### src/rtl/uart_move_tx_pkg.sv
// Move-packet definitions shared by the transmitter and the rx-side parser:
// framing bytes, packet length, byte positions and the checksum rule.
package uart_move_tx_pkg;

  localparam logic [7:0] MOVE_SOF_BYTE  = 8'hA5;
  localparam logic [7:0] MOVE_PASS_BYTE = 8'hFF;
  localparam int         MOVE_COORD_W   = 5;

  localparam logic [2:0] PKT_LEN   = 3'd5;
  localparam logic [2:0] IDX_SOF   = 3'd0;
  localparam logic [2:0] IDX_PIECE = 3'd1;
  localparam logic [2:0] IDX_X     = 3'd2;
  localparam logic [2:0] IDX_Y     = 3'd3;
  localparam logic [2:0] IDX_CHK   = PKT_LEN - 3'd1;

  typedef enum logic {
    ST_IDLE = 1'b0,
    ST_SEND = 1'b1
  } tx_state_t;

  function automatic logic [7:0] pkt_checksum(input logic [7:0] b1,
                                              input logic [7:0] b2,
                                              input logic [7:0] b3);
    return b1 ^ b2 ^ b3;
  endfunction

endpackage

### src/rtl/uart_move_tx.sv
// Framed move transmitter: latches one move, then writes SOF, piece/orient,
// x, y and checksum into the tx FIFO, pausing whenever the FIFO is full.
module uart_move_tx
  import uart_move_tx_pkg::*;
#(
  parameter logic [7:0] SOF_BYTE  = MOVE_SOF_BYTE,
  parameter logic [7:0] PASS_BYTE = MOVE_PASS_BYTE,
  parameter int         COORD_W   = MOVE_COORD_W
) (
  input  logic               clk,
  input  logic               reset_pin,
  input  logic               move_valid,
  output logic               move_ready,
  input  logic [4:0]         move_piece,
  input  logic [2:0]         move_orient,
  input  logic [COORD_W-1:0] move_x,
  input  logic [COORD_W-1:0] move_y,
  input  logic               move_pass,
  input  logic               tx_full,
  output logic               wr_tx_pin,
  output logic [7:0]         w_data,
  output logic               busy
);

  tx_state_t  r_state;
  tx_state_t  w_state_nxt;
  logic [2:0] r_cnt;
  logic [2:0] w_cnt_nxt;
  logic [7:0] r_b1;
  logic [7:0] r_b2;
  logic [7:0] r_b3;
  logic [7:0] r_b4;
  logic       r_wr;
  logic       w_wr_nxt;
  logic [7:0] r_data;
  logic [7:0] w_data_nxt;
  logic       r_ready;
  logic       w_ready_nxt;
  logic       r_busy;
  logic       w_busy_nxt;
  logic       w_load;
  logic [7:0] w_new_b1;
  logic [7:0] w_new_b2;
  logic [7:0] w_new_b3;
  logic [7:0] w_cur_byte;

  // A pass overrides every field byte; coordinates are zero-extended.
  assign w_new_b1 = move_pass ? PASS_BYTE : {move_piece, move_orient};
  assign w_new_b2 = move_pass ? PASS_BYTE : 8'(move_x);
  assign w_new_b3 = move_pass ? PASS_BYTE : 8'(move_y);

  always_comb begin
    w_cur_byte = SOF_BYTE;
    case (r_cnt)
      IDX_SOF:   w_cur_byte = SOF_BYTE;
      IDX_PIECE: w_cur_byte = r_b1;
      IDX_X:     w_cur_byte = r_b2;
      IDX_Y:     w_cur_byte = r_b3;
      IDX_CHK:   w_cur_byte = r_b4;
      default:   w_cur_byte = SOF_BYTE;
    endcase
  end

  always_comb begin
    w_state_nxt = r_state;
    w_cnt_nxt   = r_cnt;
    w_wr_nxt    = 1'b0;
    w_data_nxt  = r_data;
    w_ready_nxt = r_ready;
    w_busy_nxt  = r_busy;
    w_load      = 1'b0;
    case (r_state)
      ST_IDLE: begin
        w_ready_nxt = 1'b1;
        w_busy_nxt  = 1'b0;
        if (move_valid && r_ready) begin
          w_load      = 1'b1;
          w_state_nxt = ST_SEND;
          w_cnt_nxt   = 3'd0;
          w_ready_nxt = 1'b0;
          w_busy_nxt  = 1'b1;
        end else begin
          w_state_nxt = ST_IDLE;
        end
      end
      ST_SEND: begin
        w_ready_nxt = 1'b0;
        w_busy_nxt  = 1'b1;
        // Backpressure freezes the counter so no byte is skipped or repeated.
        if (!tx_full) begin
          w_wr_nxt   = 1'b1;
          w_data_nxt = w_cur_byte;
          if (r_cnt == IDX_CHK) begin
            w_state_nxt = ST_IDLE;
            w_cnt_nxt   = 3'd0;
            w_ready_nxt = 1'b1;
            w_busy_nxt  = 1'b0;
          end else begin
            w_cnt_nxt = r_cnt + 3'd1;
          end
        end else begin
          w_wr_nxt = 1'b0;
        end
      end
      default: begin
        w_state_nxt = ST_IDLE;
        w_cnt_nxt   = 3'd0;
        w_ready_nxt = 1'b1;
        w_busy_nxt  = 1'b0;
      end
    endcase
  end

  always_ff @(posedge clk) begin
    if (reset_pin) begin
      r_state <= ST_IDLE;
      r_cnt   <= 3'd0;
      r_wr    <= 1'b0;
      r_data  <= 8'h00;
      r_ready <= 1'b1;
      r_busy  <= 1'b0;
    end else begin
      r_state <= w_state_nxt;
      r_cnt   <= w_cnt_nxt;
      r_wr    <= w_wr_nxt;
      r_data  <= w_data_nxt;
      r_ready <= w_ready_nxt;
      r_busy  <= w_busy_nxt;
    end
  end

  // Checksum is formed once at latch time so the send path is a plain mux.
  always_ff @(posedge clk) begin
    if (reset_pin) begin
      r_b1 <= 8'h00;
      r_b2 <= 8'h00;
      r_b3 <= 8'h00;
      r_b4 <= 8'h00;
    end else if (w_load) begin
      r_b1 <= w_new_b1;
      r_b2 <= w_new_b2;
      r_b3 <= w_new_b3;
      r_b4 <= pkt_checksum(w_new_b1, w_new_b2, w_new_b3);
    end else begin
      r_b1 <= r_b1;
      r_b2 <= r_b2;
      r_b3 <= r_b3;
      r_b4 <= r_b4;
    end
  end

  assign move_ready = r_ready;
  assign wr_tx_pin  = r_wr;
  assign w_data     = r_data;
  assign busy       = r_busy;

endmodule

### config.mk
export PLATFORM = sky130hd
export DESIGN_NAME = uart_move_tx
export DESIGN_NICKNAME = d
export VERILOG_FILES = /design/src/rtl/uart_move_tx_pkg.sv /design/src/rtl/uart_move_tx.sv
export SDC_FILE = /design/constraint.sdc
export NUM_CORES = 1
export LEC_CHECK = 0
export CORE_MARGIN = 2
export CORE_UTILIZATION = 65
export DETAILED_ROUTE_END_ITERATION = 10
export DONT_BUFFER_PORTS = 1
export PLACE_DENSITY = 0.81
export SYNTH_ARGS = -nofsm -noshare
export SYNTH_HDL_FRONTEND = slang
export SYNTH_SLANG_ARGS = --single-unit
export TNS_END_PERCENT = 10
### constraint.sdc
create_clock -name clk -period 3.3 [get_ports clk]
set_input_delay 0.33 -clock clk [delete_from_list [all_inputs] [get_ports clk]]
set_output_delay 0.33 -clock clk [all_outputs]
set_load 0.005 [all_outputs]
======== Word-level counts from Yosys, hierarchy flattened ========
Cells that the tools add are included.
cells by class
  add/sub/neg operators ................... 1
  equal/unequal tests ..................... 6
  bitwise operators ....................... 4
  multiplexer cells ....................... 18
  reduce and logical (&&, ||, !) cells .... 4
operators with widths
  kind                                                  number
  one-hot mux 8 bit (4 select lines)                    1
  2-to-1 mux 8 bit                                      3
  XOR 8 bit                                             2
  2-to-1 mux 3 bit                                      3
  2-to-1 mux 1 bit                                      8
  equality test 3 x 2 -> 1 bit (second input constant)  2
  one-hot mux 3 bit (2 select lines)                    1
  != test 2 bit (second input constant)                 2
  one-hot mux 1 bit (2 select lines)                    2
  AND reduction 2 bit                                   2
  adder 3 x 1 -> 3 bit (second input constant)          1
  equality test 3 x 1 -> 1 bit (second input constant)  1
  equality test 3 bit (second input constant)           1
  inverter 1 bit                                        2
  OR reduction 2 bit                                    1
  logical AND 1 bit                                     1
storage, ports and cells
  register bits ........................... 46
  input port bits ......................... 23
  output and inout port bits .............. 11
  word-level logic and storage cells ...... 42

======== Depth between registers and ports, before layout ========
Gate-level depths: netlist of the first run.
  depth in word-level cells ............... 4
  gate-level depth with buffers ........... 6
  gate-level depth less buffers ........... 5

======== Worst setup path before layout of the first run ========
Ideal clock, no wire load.
  path kind ............................... flip-flop to flip-flop
  start ................................... reg r_cnt[2]
  end ..................................... reg r_data[0], in the netlist w_data[0]
  stages on the path, launching flop included .. 7
  clock period less this slack ............ 1746 ps
  slack ................................... 1554 ps
  path buffers ............................ 1
  required time ........................... 3212 ps
  setup time .............................. 88 ps
  arrival ................................. 1658 ps
  cell sequence ........................... dfxtp_1 -> buf_6 -> inv_1 -> ha_1 -> or4_1 -> o31a_2 -> a311oi_2
on the way
  word-level cells in the longest chain between the ends .. 2
  elaborated cells between the ends (all ways) .. 5
  classes of those cells .................. 4 x eq/ne; 1 x mux
ends and longest elaborated chain
  what                                               RTL line             RTL
  start, declared                                    uart_move_tx.sv:27   logic [2:0] r_cnt;
  start signal, assigned                             uart_move_tx.sv:124  r_cnt <= w_cnt_nxt;
  equality test 3 bit, or another cell as far along  uart_move_tx.sv:54   case (r_cnt)
  one-hot mux 8 bit (4 select lines) *               uart_move_tx.sv:54
  end signal, assigned                               uart_move_tx.sv:126  r_data <= w_data_nxt;
  end, declared                                      uart_move_tx.sv:35   logic [7:0] r_data;
Mark *: on every way between the ends. The rest lies on a longest branch, timed or not.
A chain may end at the register's enable or synchronous reset.

======== Final worst setup path of the first run ========
  start ................................... reg r_cnt[2]
  end ..................................... reg r_data[2], in the netlist w_data[2]
Same word-level chain as after synthesis.

==> results by group, run 1 <==
Outcome
  – Outcome: finished, final reports clean

Run
  – Max Cap Violations: 0

Floorplanning
  – Die Area: 3070 µm²
  – Die Span Y: ~55 µm
  – # rows: 18
  – Die X: around 55 µm
  – I/O pin total: 34
  – Starting Density: 68.6%
  – Core region area: about 2500 µm²

Synth
  – Syn Area/Cell: slightly below 9 µm²
  – Sequential fraction of the synthesis area: around 44%
  – Synthesized area: approximately 1700 µm²
  – Combinational family with the most area after synthesis: simple AND/OR/NAND/NOR gates
  – Async SR Flop Fraction: 0%
  – Top FF cell, synth: dfxtp_1
  – Multiplexer area fraction after synthesis: less than 1%
  – Adder-Cell Fraction of Synth Area: under 10%
  – YS warnings: 0
  – Post-synth EDFFs: 0
  – Simple-gate share of the synthesized area: roughly a quarter
  – Post-Synth XOR/XNOR Area: under 10%
  – Post-synthesis compound-gate area fraction: between 10% and 20%
  – Syn_nets: 223
  – Synthesized flop and latch total: 38
  – Synthesized instance count: about 200
  – Count of different cell masters after synthesis: 33

GRT
  – Vias in the first global route: approximately 1300
  – Largest net degree at the start of global routing: 39
  – Initial antenna violation count: 0
  – Total GRT Usage: 23.7%
  – First-pass GRT wire length: between 5000 and 6000 µm
  – Grt total ovfl: 0

Worst setup path
  – Worst Setup Path Type: flip-flop to flip-flop
  – Worst Setup End Kind: flip-flop
  – WP data arrival: about 2.3 ns
  – Reg2reg end: w_data[2]$_SDFFE_PP0P_
  – R2R depth: 5
  – Critical Path RT: between 3 and 4 ns
  – Crit path to: w_data[2]$_SDFFE_PP0P_
  – R2r setup slk: between 1 and 1.5 ns
  – CP startpoint: r_cnt[2]$_SDFFE_PP0P_
  – Worst reg2reg startpoint: r_cnt[2]$_SDFFE_PP0P_
  – CP startpoint kind: flip-flop
  – CP Max Fanout: 11

Detailed routing
  – Routed len/inst: 16.2 µm
  – DR vias: 1377
  – Wire length on met3: ~200 µm
  – Wire length on met2: about 1600 µm
  – Metal-1 WL: 1670 µm
  – Initial drt markers: 49
  – Post-route DRC violation count: 0
  – Vias per std cell: ~6.3
  – TritonRoute pass-1 iters: 4
  – Post-DRT Antenna Nets: 0
  – Top sig layer: met4
  – Drt total wl: roughly 3500 µm

STA
  – Rel. slew slack: a little over a third
  – Worst clock skew: between 0.015 and 0.02 ns
  – Slew Limit Fails: 0
  – Final worst-path cycle share: between 60 and 70%
  – Max Fclk: 490 MHz
  – # setup viols final: 0
  – Total Negative Setup Slacks: 0 ns
  – Fin crit period: ~2.0 ns
  – Worst Hold Margin: roughly 0.029 ns
  – Slew at the pin with the worst max-slew slack: 0.976 ns
  – RSZ-0062 raised after global routing: false
  – Fin. Hold Viols: 0

Final layout
  – Area grow syn2layout: 1.90%
  – Ant. Diodes: 0
  – Net count reported at finish: roughly 220
  – Commonest non-fill, non-tap cells in the layout: dfxtp_1 (38), nor3_1 (36), nor2_1 (30)
  – Commonest non-fill, non-tap cell in the layout: dfxtp_1
  – Layout cells sized above 1: about 6.9%

Power
  – Switching power: 244 µW
  – P_leak: between 0.6 and 0.7 nW
  – Combinational fraction of design power: around 12%
  – Switching Fraction: about 26%
  – Clock share of power: around a third
  – Internal Pwr Total: ~710 µW
  – Peak supply drop: roughly 0.39 mV
  – Reg power frac: a little under three fifths
  – Cell Pwr Density: between 500 and 600 nW/µm²

Clocking
  – CTS root buffer: clkbuf_4
  – Setup Buffers After CTS: 0
  – Post-CTS sizing: 0
  – CTS tree: yes
  – Clk buf depth: 2
  – Clk sink count: 38
  – Hold_buf cts: 0
  – Clock H-tree levels: 2
  – TritonCTS buffer count: 5
  – Clk_lat worst skew: around 0.35 ns
  – Reg clk slew, reported paths: 0.12 ns

Placement
  – RD Place Congestion: around 0.94
  – Port bufs: 0
  – Post-detail-place hpwl: 2540 µm

Hold path
  – Hold Path Class: input port to flip-flop
metal layers:
layer / vias up / GRT usage [%]
li1: 685 / -
met3: 6 / 7.49
met1: 644 / 31.8
met2: 42 / 36.1
met5: - / 0
met4: 0 / 8.36
cell usage after synthesis, types with 2 or more instances:
library cell  instances  share of area, %
buf_6                 2               1.3
buf_2                 2              0.58
a311oi_2              2               1.8
clkbuf_1              9               2.0
a31oi_1               5               1.8
inv_1                 4              0.88
a21oi_1               9               2.6
a311oi_1              6               3.1
xor2_1                5               2.6
a211oi_1              3               1.3
a221oi_1              3               1.5
a32o_1                2               1.2
nand3_1               4               1.2
ha_1                  5               3.6
xnor2_1               5               2.6
o21bai_1              2              0.88
a22o_2                2               1.2
nand3b_1              2              0.88
nand2_1               5               1.1
dfxtp_1              38                44
o21ai_0               2              0.58
and3_1                3               1.1
nor2_1               30               6.6
nor3_1               36                11
metrics by stage:
stage          instance area, µm²  total power, mW  setup WS, ns  utilization [%]  std cells
2_1_floorplan                1720            0.640          1.55                -        195
3_3_place_gp                 1670            0.649          1.41             66.9        211
3_5_place_dp                 1670            0.655          1.32             66.9        211
4_1_cts                      1750            0.955          1.27             69.9        219
5_1_grt                      1750            0.996          1.12             69.9        219
6_report                     1750            0.956          1.26             69.9        219
critical path: stages, from the launching register on:
cell	delay, ns
dfxtp_1	0.51
inv_1	0.19
ha_1	0.33
or4_1	0.52
o31a_2	0.16
a311oi_2	0.24
how the worst min path moves through the flow:
stage / end / from / slack, ns / cells past startpoint
2_1_floorplan: r_b2[6]$_SDFFE_PP0P_ / r_b2[6]$_SDFFE_PP0P_ / 0.43 / 2
3_3_place_gp: w_data[0]$_SDFFE_PP0P_ / reset_pin / 0.40 / 1
3_5_place_dp: w_data[0]$_SDFFE_PP0P_ / reset_pin / 0.40 / 1
4_1_cts: w_data[0]$_SDFFE_PP0P_ / reset_pin / 0.02 / 1
5_1_grt: w_data[0]$_SDFFE_PP0P_ / reset_pin / 0.01 / 1
6_report: w_data[0]$_SDFFE_PP0P_ / reset_pin / 0.03 / 1
cell families (layout without fill, tap and decap cells):
kind of cell / after synthesis / after routing
simple gates: 85 / 85
compound gates: 38 / 38
flops: 38 / 38
buf+inv: 18 / 12
xor+xnor: 10 / 10
fa+ha+maj: 5 / 5
mux: 1 / 1
power groups by stage:
stage                     clock (mW)  combinational [mW]  sequential [mW]
after CTS                      0.311               0.116            0.529
after detailed placement           0               0.116            0.540
after global routing           0.331               0.132            0.533
final                          0.311               0.116            0.529
after global placement             0               0.111            0.538
after floorplan                    0               0.112            0.529
area by class of cell:
type | instances | area [µm²]
clock buffer | 7 | 45.0
tap | 30 | 37.5
sequential | 38 | 761
clock inverter | 1 | 30.0
inverter | 4 | 15.0
fill | 213 | 752
multi-input combinational | 139 | 860
sequential cells by signal, indices dropped and copies added (netlist names):
signal,flops
r_b1,8
w_data,8
r_b2,6
r_b3,5
r_b4,5
r_cnt,3
busy,1
move_ready,1
wr_tx_pin,1
(Power assumes the default switching activity.)
==> inputs of run 2 (changes only) <==
--- a/config.mk
+++ b/config.mk
@@ -6,10 +6,10 @@
 export NUM_CORES = 1
 export LEC_CHECK = 0
 export CORE_MARGIN = 2
-export CORE_UTILIZATION = 65
+export CORE_UTILIZATION = 55
 export DETAILED_ROUTE_END_ITERATION = 10
 export DONT_BUFFER_PORTS = 1
-export PLACE_DENSITY = 0.81
+export PLACE_DENSITY = 0.73
 export SYNTH_ARGS = -nofsm -noshare
 export SYNTH_HDL_FRONTEND = slang
 export SYNTH_SLANG_ARGS = --single-unit
==> constraint.sdc (replaced) <==
create_clock -name clk -period 1.8 [get_ports clk]
set_input_delay 0.18 -clock clk [delete_from_list [all_inputs] [get_ports clk]]
set_output_delay 0.18 -clock clk [all_outputs]
set_load 0.005 [all_outputs]
==> run 2 against run 1 <==
Via count is 3.3% higher. Critical path type unchanged. Sequential power is 83% higher. Largest cell class unchanged. Non-clock buffer count grew 10. Critical endpoint is now w_data[0]$_SDFFE_PP0P_. Highest routed layer unchanged.
==> results by group, run 2 (synthesis gave the netlist of run 1 again) <==
Outcome
  – Outcome: finished, final reports clean

Clocking
  – Clk sink count: 38 (unchanged)
  – TritonCTS buffer count: 5 (unchanged)
  – Clk_lat worst skew: 0.34 ns (about the same)
  – CTS tree: yes
  – CTS root buffer: clkbuf_4
  – Clk buf depth: 2 (unchanged)
  – Reg clk slew, reported paths: 0.11 ns (about the same)
  – Clock H-tree levels: 2 (unchanged)

Power
  – Switching power: 452 µW (+85%)
  – Cell Pwr Density: 941 nW/µm² (+72%)
  – Combinational fraction of design power: 14.0% (+1.9 points)
  – Switching Fraction: 25.9% (+0.40 points)
  – Internal Pwr Total: 1.29 mW (+81%)
  – P_leak: 0.689 nW (+9.2%)
  – Peak supply drop: 0.422 mV (+8.1%)
  – Reg power frac: 55.6% (+0.2 points)
  – Clock share of power: 30.4% (-2.1 points)

STA
  – Final worst-path cycle share: 95.6% (+34 points)
  – Fin. Hold Viols: 0 (unchanged)
  – Fin crit period: 1.72 ns (-0.321 ns)
  – Total Negative Setup Slacks: 0 ns (unchanged)
  – Max Fclk: 581 MHz (+19%)
  – Worst clock skew: 0.00692 ns (-0.00885 ns)
  – RSZ-0062 raised after global routing: false
  – Slew at the pin with the worst max-slew slack: 0.380 ns (-0.596 ns)
  – # setup viols final: 0 (unchanged)
  – Rel. slew slack: 74.7% (+40 points)
  – Slew Limit Fails: 0 (unchanged)

Detailed routing
  – Post-DRT Antenna Nets: 0 (unchanged)
  – DR vias: 1422 (+3.3%)
  – Initial drt markers: 49 (unchanged)
  – Wire length on met2: 1780 µm (+11%)
  – Post-route DRC violation count: 0 (unchanged)
  – Metal-1 WL: 1650 µm (-1.3%)
  – Vias per std cell: 6.13 (-2.5%)
  – Top sig layer: met4
  – Drt total wl: 3780 µm (+6.7%)
  – Routed len/inst: 16.3 µm (+0.72%)
  – Wire length on met3: 276 µm (+39%)
  – TritonRoute pass-1 iters: 4 (unchanged)

Hold path
  – Hold-critical path depth: 2 (+1)
  – Hold Path Class: input port to flip-flop
  – Hold_sp: move_x[3]

Floorplanning
  – I/O pin total: 34 (unchanged)
  – # rows: 20 (+2)
  – Die Span Y: 59.8 µm (+8.1%)
  – Die Area: 3580 µm² (+17%)
  – Core region area: 3000 µm² (+20%)
  – Starting Density: 57.1% (-11 points)
  – Die X: 59.8 µm (+8.1%)

Worst setup path
  – Critical Path RT: 2.05 ns (-1.51 ns)
  – Worst Setup Path Type: flip-flop to flip-flop
  – CP startpoint: r_cnt[0]$_SDFFE_PP0P_
  – R2R depth: 5 (unchanged)
  – CP startpoint kind: flip-flop
  – Worst Setup End Kind: flip-flop
  – CP Max Fanout: 4 (-7)
  – R2r setup slk: 0.08 ns (-1.18 ns)
  – Worst reg2reg startpoint: r_cnt[0]$_SDFFE_PP0P_
  – WP data arrival: 1.98 ns (-0.32 ns)

Final layout
  – Non-Filler Instances: 232 (+5.9%)
  – Ant. Diodes: 0 (unchanged)
  – Layout Utilization: 61.7% (-8.2 points)
  – Area grow syn2layout: 8.02%
  – Commonest non-fill, non-tap cells in the layout: nor3_1 (36), dfxtp_1 (36), nor2_1 (30)
  – Layout cells sized above 1: 13.1% (+6.2 points)
  – Net count reported at finish: 226 (+4.6%)
  – Fill cells: 265 (+24%)

Placement
  – RD Place Congestion: 0.838 (-11%)
  – Port bufs: 0 (unchanged)
  – Post-detail-place hpwl: 2590 µm (+2.1%)
  – Placed cell count: 220 (+4.3%)

GRT
  – Vias in the first global route: 1331 (+3.7%)
  – Grt total ovfl: 0 (unchanged)
  – Initial antenna violation count: 0 (unchanged)
  – Total GRT Usage: 23.5% (-0.26 points)
  – First-pass GRT wire length: 6140 µm (+6.5%)
  – Largest net degree at the start of global routing: 38 (-2.6%)

Run
  – Max Cap Violations: 0 (unchanged)
## run 2: changes by cell type in the layout (fill, tap and decap cells not counted), moves of 2 or more
| cell | previous run | this run |
|---|---|---|
| buf_4 | 0 | 7 |
| clkbuf_8 | 0 | 3 |
| clkbuf_1 | 2 | 0 |
| dfxtp_1 | 38 | 36 |
| dfxtp_2 | 0 | 2 |
| dlygate4sd3_1 | 0 | 2 |
## run 2: metrics by stage
stage,power [mW],cell area (µm²),setup WS [ns],hold slack [ns]
after floorplan,1.17,1720,0.0538,0.354
after global placement,1.19,1720,0.143,0.252
after detailed placement,1.21,1720,0.0834,0.255
after CTS,1.75,1830,0.0510,0.00471
after global routing,1.84,1850,0.00268,0.00203
final,1.74,1850,0.0787,0.0170
## run 2: power groups by stage
stage	registers [mW]	clock network, mW	logic [mW]
after floorplan	0.969	0	0.205
after global placement	0.983	0	0.212
after global routing	0.977	0.588	0.276
after CTS	0.968	0.545	0.240
final	0.969	0.530	0.244
after detailed placement	0.987	0	0.220
## run 2: cell type report
cell class	count	area, µm²	share of cell area, %
Tap cell	33	41.3	2.23
Clock buffer	8	78.8	4.25
Timing Repair Buffer	10	92.6	5.00
Multi-Input combinational cell	139	862	46.5
Sequential cell	38	763	41.2
Inverter	4	15.0	0.810
## run 2: per-layer routing
metal	track usage, %	up-vias
met5	0	-
met2	35.2	50
met4	10.8	0
met3	7.79	6
met1	30.3	659
li1	-	707
## run 2: worst max-delay path, stage by stage (launching register included)
cell	delay (ns)
dfxtp_2	0.35
ha_1	0.20
ha_2	0.17
or4_1	0.50
o31a_2	0.16
a311oi_2	0.26
## run 2: final timing paths
check / endpoint
max: w_data[0]$_SDFFE_PP0P_
min: r_b2[3]$_SDFFE_PP0P_
max reg2reg: w_data[0]$_SDFFE_PP0P_
min reg2reg: r_b2[6]$_SDFFE_PP0P_
## run 2: what timing repair did
action | CTS | global route
gates resized for setup | 0 | 3
setup endpoints to repair | 0 | 2
hold buffers | 2 | 1
endpoints found under the hold margin | 37 | 1
buffers inserted | 0 | 1
==> inputs of run 3 (changes only) <==
--- a/config.mk
+++ b/config.mk
@@ -6,10 +6,10 @@
 export NUM_CORES = 1
 export LEC_CHECK = 0
 export CORE_MARGIN = 2
-export CORE_UTILIZATION = 55
+export CORE_UTILIZATION = 61
 export DETAILED_ROUTE_END_ITERATION = 10
 export DONT_BUFFER_PORTS = 1
-export PLACE_DENSITY = 0.73
+export PLACE_DENSITY = 0.77
 export SYNTH_ARGS = -nofsm -noshare
 export SYNTH_HDL_FRONTEND = slang
 export SYNTH_SLANG_ARGS = --single-unit
==> constraint.sdc (replaced) <==
create_clock -name clk -period 1.95 [get_ports clk]
set_input_delay 0.195 -clock clk [delete_from_list [all_inputs] [get_ports clk]]
set_output_delay 0.195 -clock clk [all_outputs]
set_load 0.005 [all_outputs]
==> run 3 against run 2 <==
Wire length grew 1.9%. Critical path type unchanged. Highest routed layer unchanged. Sequential power shrank 7.3%. Non-clock buffer count shrank 3. Largest power group unchanged. Fmax shrank 0.41%. Die area shrank 9.2%.
==> results by group, run 3 (synthesis gave the netlist of run 1 again) <==
Outcome
  – Outcome: finished, final reports clean

STA
  – RSZ-0062 raised after global routing: false
  – Fin. Hold Viols: 0 (unchanged)
  – Total Negative Setup Slacks: 0 ns (unchanged)
  – # setup viols final: 0 (unchanged)
  – Max Fclk: 579 MHz (-0.41%)
  – Worst clock skew: 0.00266 ns (-0.00426 ns)
  – Rel. slew slack: 75.0% (+0.26 points)
  – Final worst-path cycle share: 88.6% (-7.0 points)
  – Slew Limit Fails: 0 (unchanged)
  – Fin crit period: 1.73 ns (+0.00700 ns)
  – Slew at the pin with the worst max-slew slack: 0.376 ns (-0.00387 ns)

GRT
  – Initial antenna violation count: 0 (unchanged)
  – Grt total ovfl: 0 (unchanged)
  – First-pass GRT wire length: 6390 µm (+4.0%)
  – Vias in the first global route: 1392 (+4.6%)
  – Largest net degree at the start of global routing: 38 (unchanged)
  – Total GRT Usage: 25.5% (+2.1 points)

Detailed routing
  – Post-DRT Antenna Nets: 0 (unchanged)
  – Routed len/inst: 16.9 µm (+4.1%)
  – Post-route DRC violation count: 0 (unchanged)
  – Initial drt markers: 36 (-27%)
  – DR vias: 1444 (+1.5%)
  – Drt total wl: 3850 µm (+1.9%)
  – Vias per std cell: 6.36 (+3.8%)
  – TritonRoute pass-1 iters: 4 (unchanged)

Power
  – Peak supply drop: 0.786 mV (+86%)
  – Cell Pwr Density: 904 nW/µm² (-3.9%)
  – P_leak: 0.675 nW (-2.1%)

Hold path
  – Hold_sp: move_y[3]
  – Hold Path Class: input port to flip-flop
  – Min-Delay Endpoint: r_b3[3]$_SDFFE_PP0P_
  – Hold-critical path depth: 2 (unchanged)

Floorplanning
  – Starting Density: 63.3% (+6.2 points)
  – I/O pin total: 34 (unchanged)
  – # rows: 19 (-5.0%)
  – Die X: 57.0 µm (-4.7%)
  – Core region area: 2710 µm² (-9.7%)
  – Die Span Y: 57.0 µm (-4.7%)
  – Die Area: 3250 µm² (-9.2%)

Placement
  – Post-detail-place hpwl: 2620 µm (+1.2%)
  – DP Area: 1700 µm² (-1.0%)
  – Placed cell count: 216 (-1.8%)
  – RD Place Congestion: 0.850 (+1.5%)
  – Port bufs: 0 (unchanged)

Run
  – Max Cap Violations: 0 (unchanged)

Clocking
  – Clk buf depth: 2 (unchanged)
  – Clock H-tree levels: 2 (unchanged)
  – CTS root buffer: clkbuf_4
  – TritonCTS buffer count: 5 (unchanged)
  – CTS tree: yes
  – Setup Buffers After CTS: 0 (unchanged)
  – Clk sink count: 38 (unchanged)
  – Post-CTS sizing: 0 (unchanged)
  – Hold_buf cts: 3 (+1)
  – Reg clk slew, reported paths: 0.11 ns (about the same)
  – Clk_lat worst skew: 0.35 ns (about the same)

Worst setup path
  – Reg2reg end: w_data[2]$_SDFFE_PP0P_
  – CP startpoint kind: flip-flop
  – R2r setup slk: 0.22 ns (+0.14 ns)
  – WP data arrival: 2.01 ns (+0.03 ns)
  – R2R depth: 5 (unchanged)
  – Worst reg2reg startpoint: r_cnt[0]$_SDFFE_PP0P_
  – CP startpoint: r_cnt[0]$_SDFFE_PP0P_
  – Worst Setup Path Type: flip-flop to flip-flop
  – Critical Path RT: 2.23 ns (+0.18 ns)
  – Worst Setup End Kind: flip-flop
  – CP Max Fanout: 4 (unchanged)

Final layout
  – Commonest non-fill, non-tap cells in the layout: dfxtp_1 (38), nor3_1 (36), nor2_1 (30)
  – Reg area: 761 µm² (-0.33%)
  – Net count reported at finish: 223 (-1.3%)
  – Commonest non-fill, non-tap cell in the layout: dfxtp_1
  – Area of the multi-input gates: 860 µm² (-0.29%)
  – Area grow syn2layout: 6.20%
  – Fill cells: 257 (-3.0%)
  – Cell area after layout: 1820 µm² (-1.7%)
  – Ant. Diodes: 0 (unchanged)
  – Non-Filler Instances: 227 (-2.2%)
  – Layout cells sized above 1: 10.2% (-2.9 points)
[run 3: changes by cell type in the layout (fill, tap and decap cells not counted)]
cell,previous run,this run
ha_1,4,5
buf_4,7,4
bufinv_16,0,1
ha_2,1,0
dfxtp_2,2,0
clkinv_2,0,2
clkbuf_8,3,0
dfxtp_1,36,38
[run 3: routing by layer]
metal	global-route usage, %	up-vias	wire length, µm
met2	40.6	49	1820
li1	-	700	-
met1	33.6	688	1730
met3	6.35	7	227
met4	9.97	0	69
met5	0	-	0
[run 3: per-stage QoR]
| step | util [%] | hold slack, ns | worst slack (ns) | total power [mW] |
|---|---|---|---|---|
| finish | 67.2 | 0.00938 | 0.222 | 1.65 |
| global route | 67.2 | 0.0127 | 0.133 | 1.72 |
| CTS | 67.2 | 0.0154 | 0.229 | 1.65 |
| detailed placement | 62.9 | 0.269 | 0.262 | 1.12 |
| global placement | 62.9 | 0.268 | 0.299 | 1.10 |
| floorplan | - | 0.369 | 0.204 | 1.08 |
[run 3: power by group]
part	switching [mW]	total (mW)	internal (mW)
logic	0.125	0.221	0.0959
clock network	0.263	0.528	0.265
registers	0.0510	0.898	0.847
total	0.439	1.65	1.21
[run 3: how the worst max path moves through the flow]
stage	end	slack, ns	cells after the start
5_1_grt	w_data[0]$_SDFFE_PP0P_	0.13	5
6_report	w_data[2]$_SDFFE_PP0P_	0.22	5
2_1_floorplan	w_data[0]$_SDFFE_PP0P_	0.20	6
3_5_place_dp	w_data[2]$_SDFFE_PP0P_	0.26	5
3_3_place_gp	w_data[2]$_SDFFE_PP0P_	0.30	5
4_1_cts	w_data[2]$_SDFFE_PP0P_	0.23	5
[run 3: final cells by class]
type | count | share of cell area (%)
multi-input cells | 139 | 47.2
flip-flops and latches | 38 | 41.8
repair buffers | 7 | 3.85
clock inverters | 3 | 2.20
well taps | 31 | 2.13
clock buffers | 5 | 2.06
inverters | 4 | 0.824
[run 3: worst max-delay path: stages, from the launching register on]
cell and delay [ns]:
dfxtp_1 0.36, ha_1 0.22, ha_1 0.18, or4_1 0.50, o31a_2 0.16, a311oi_2 0.23
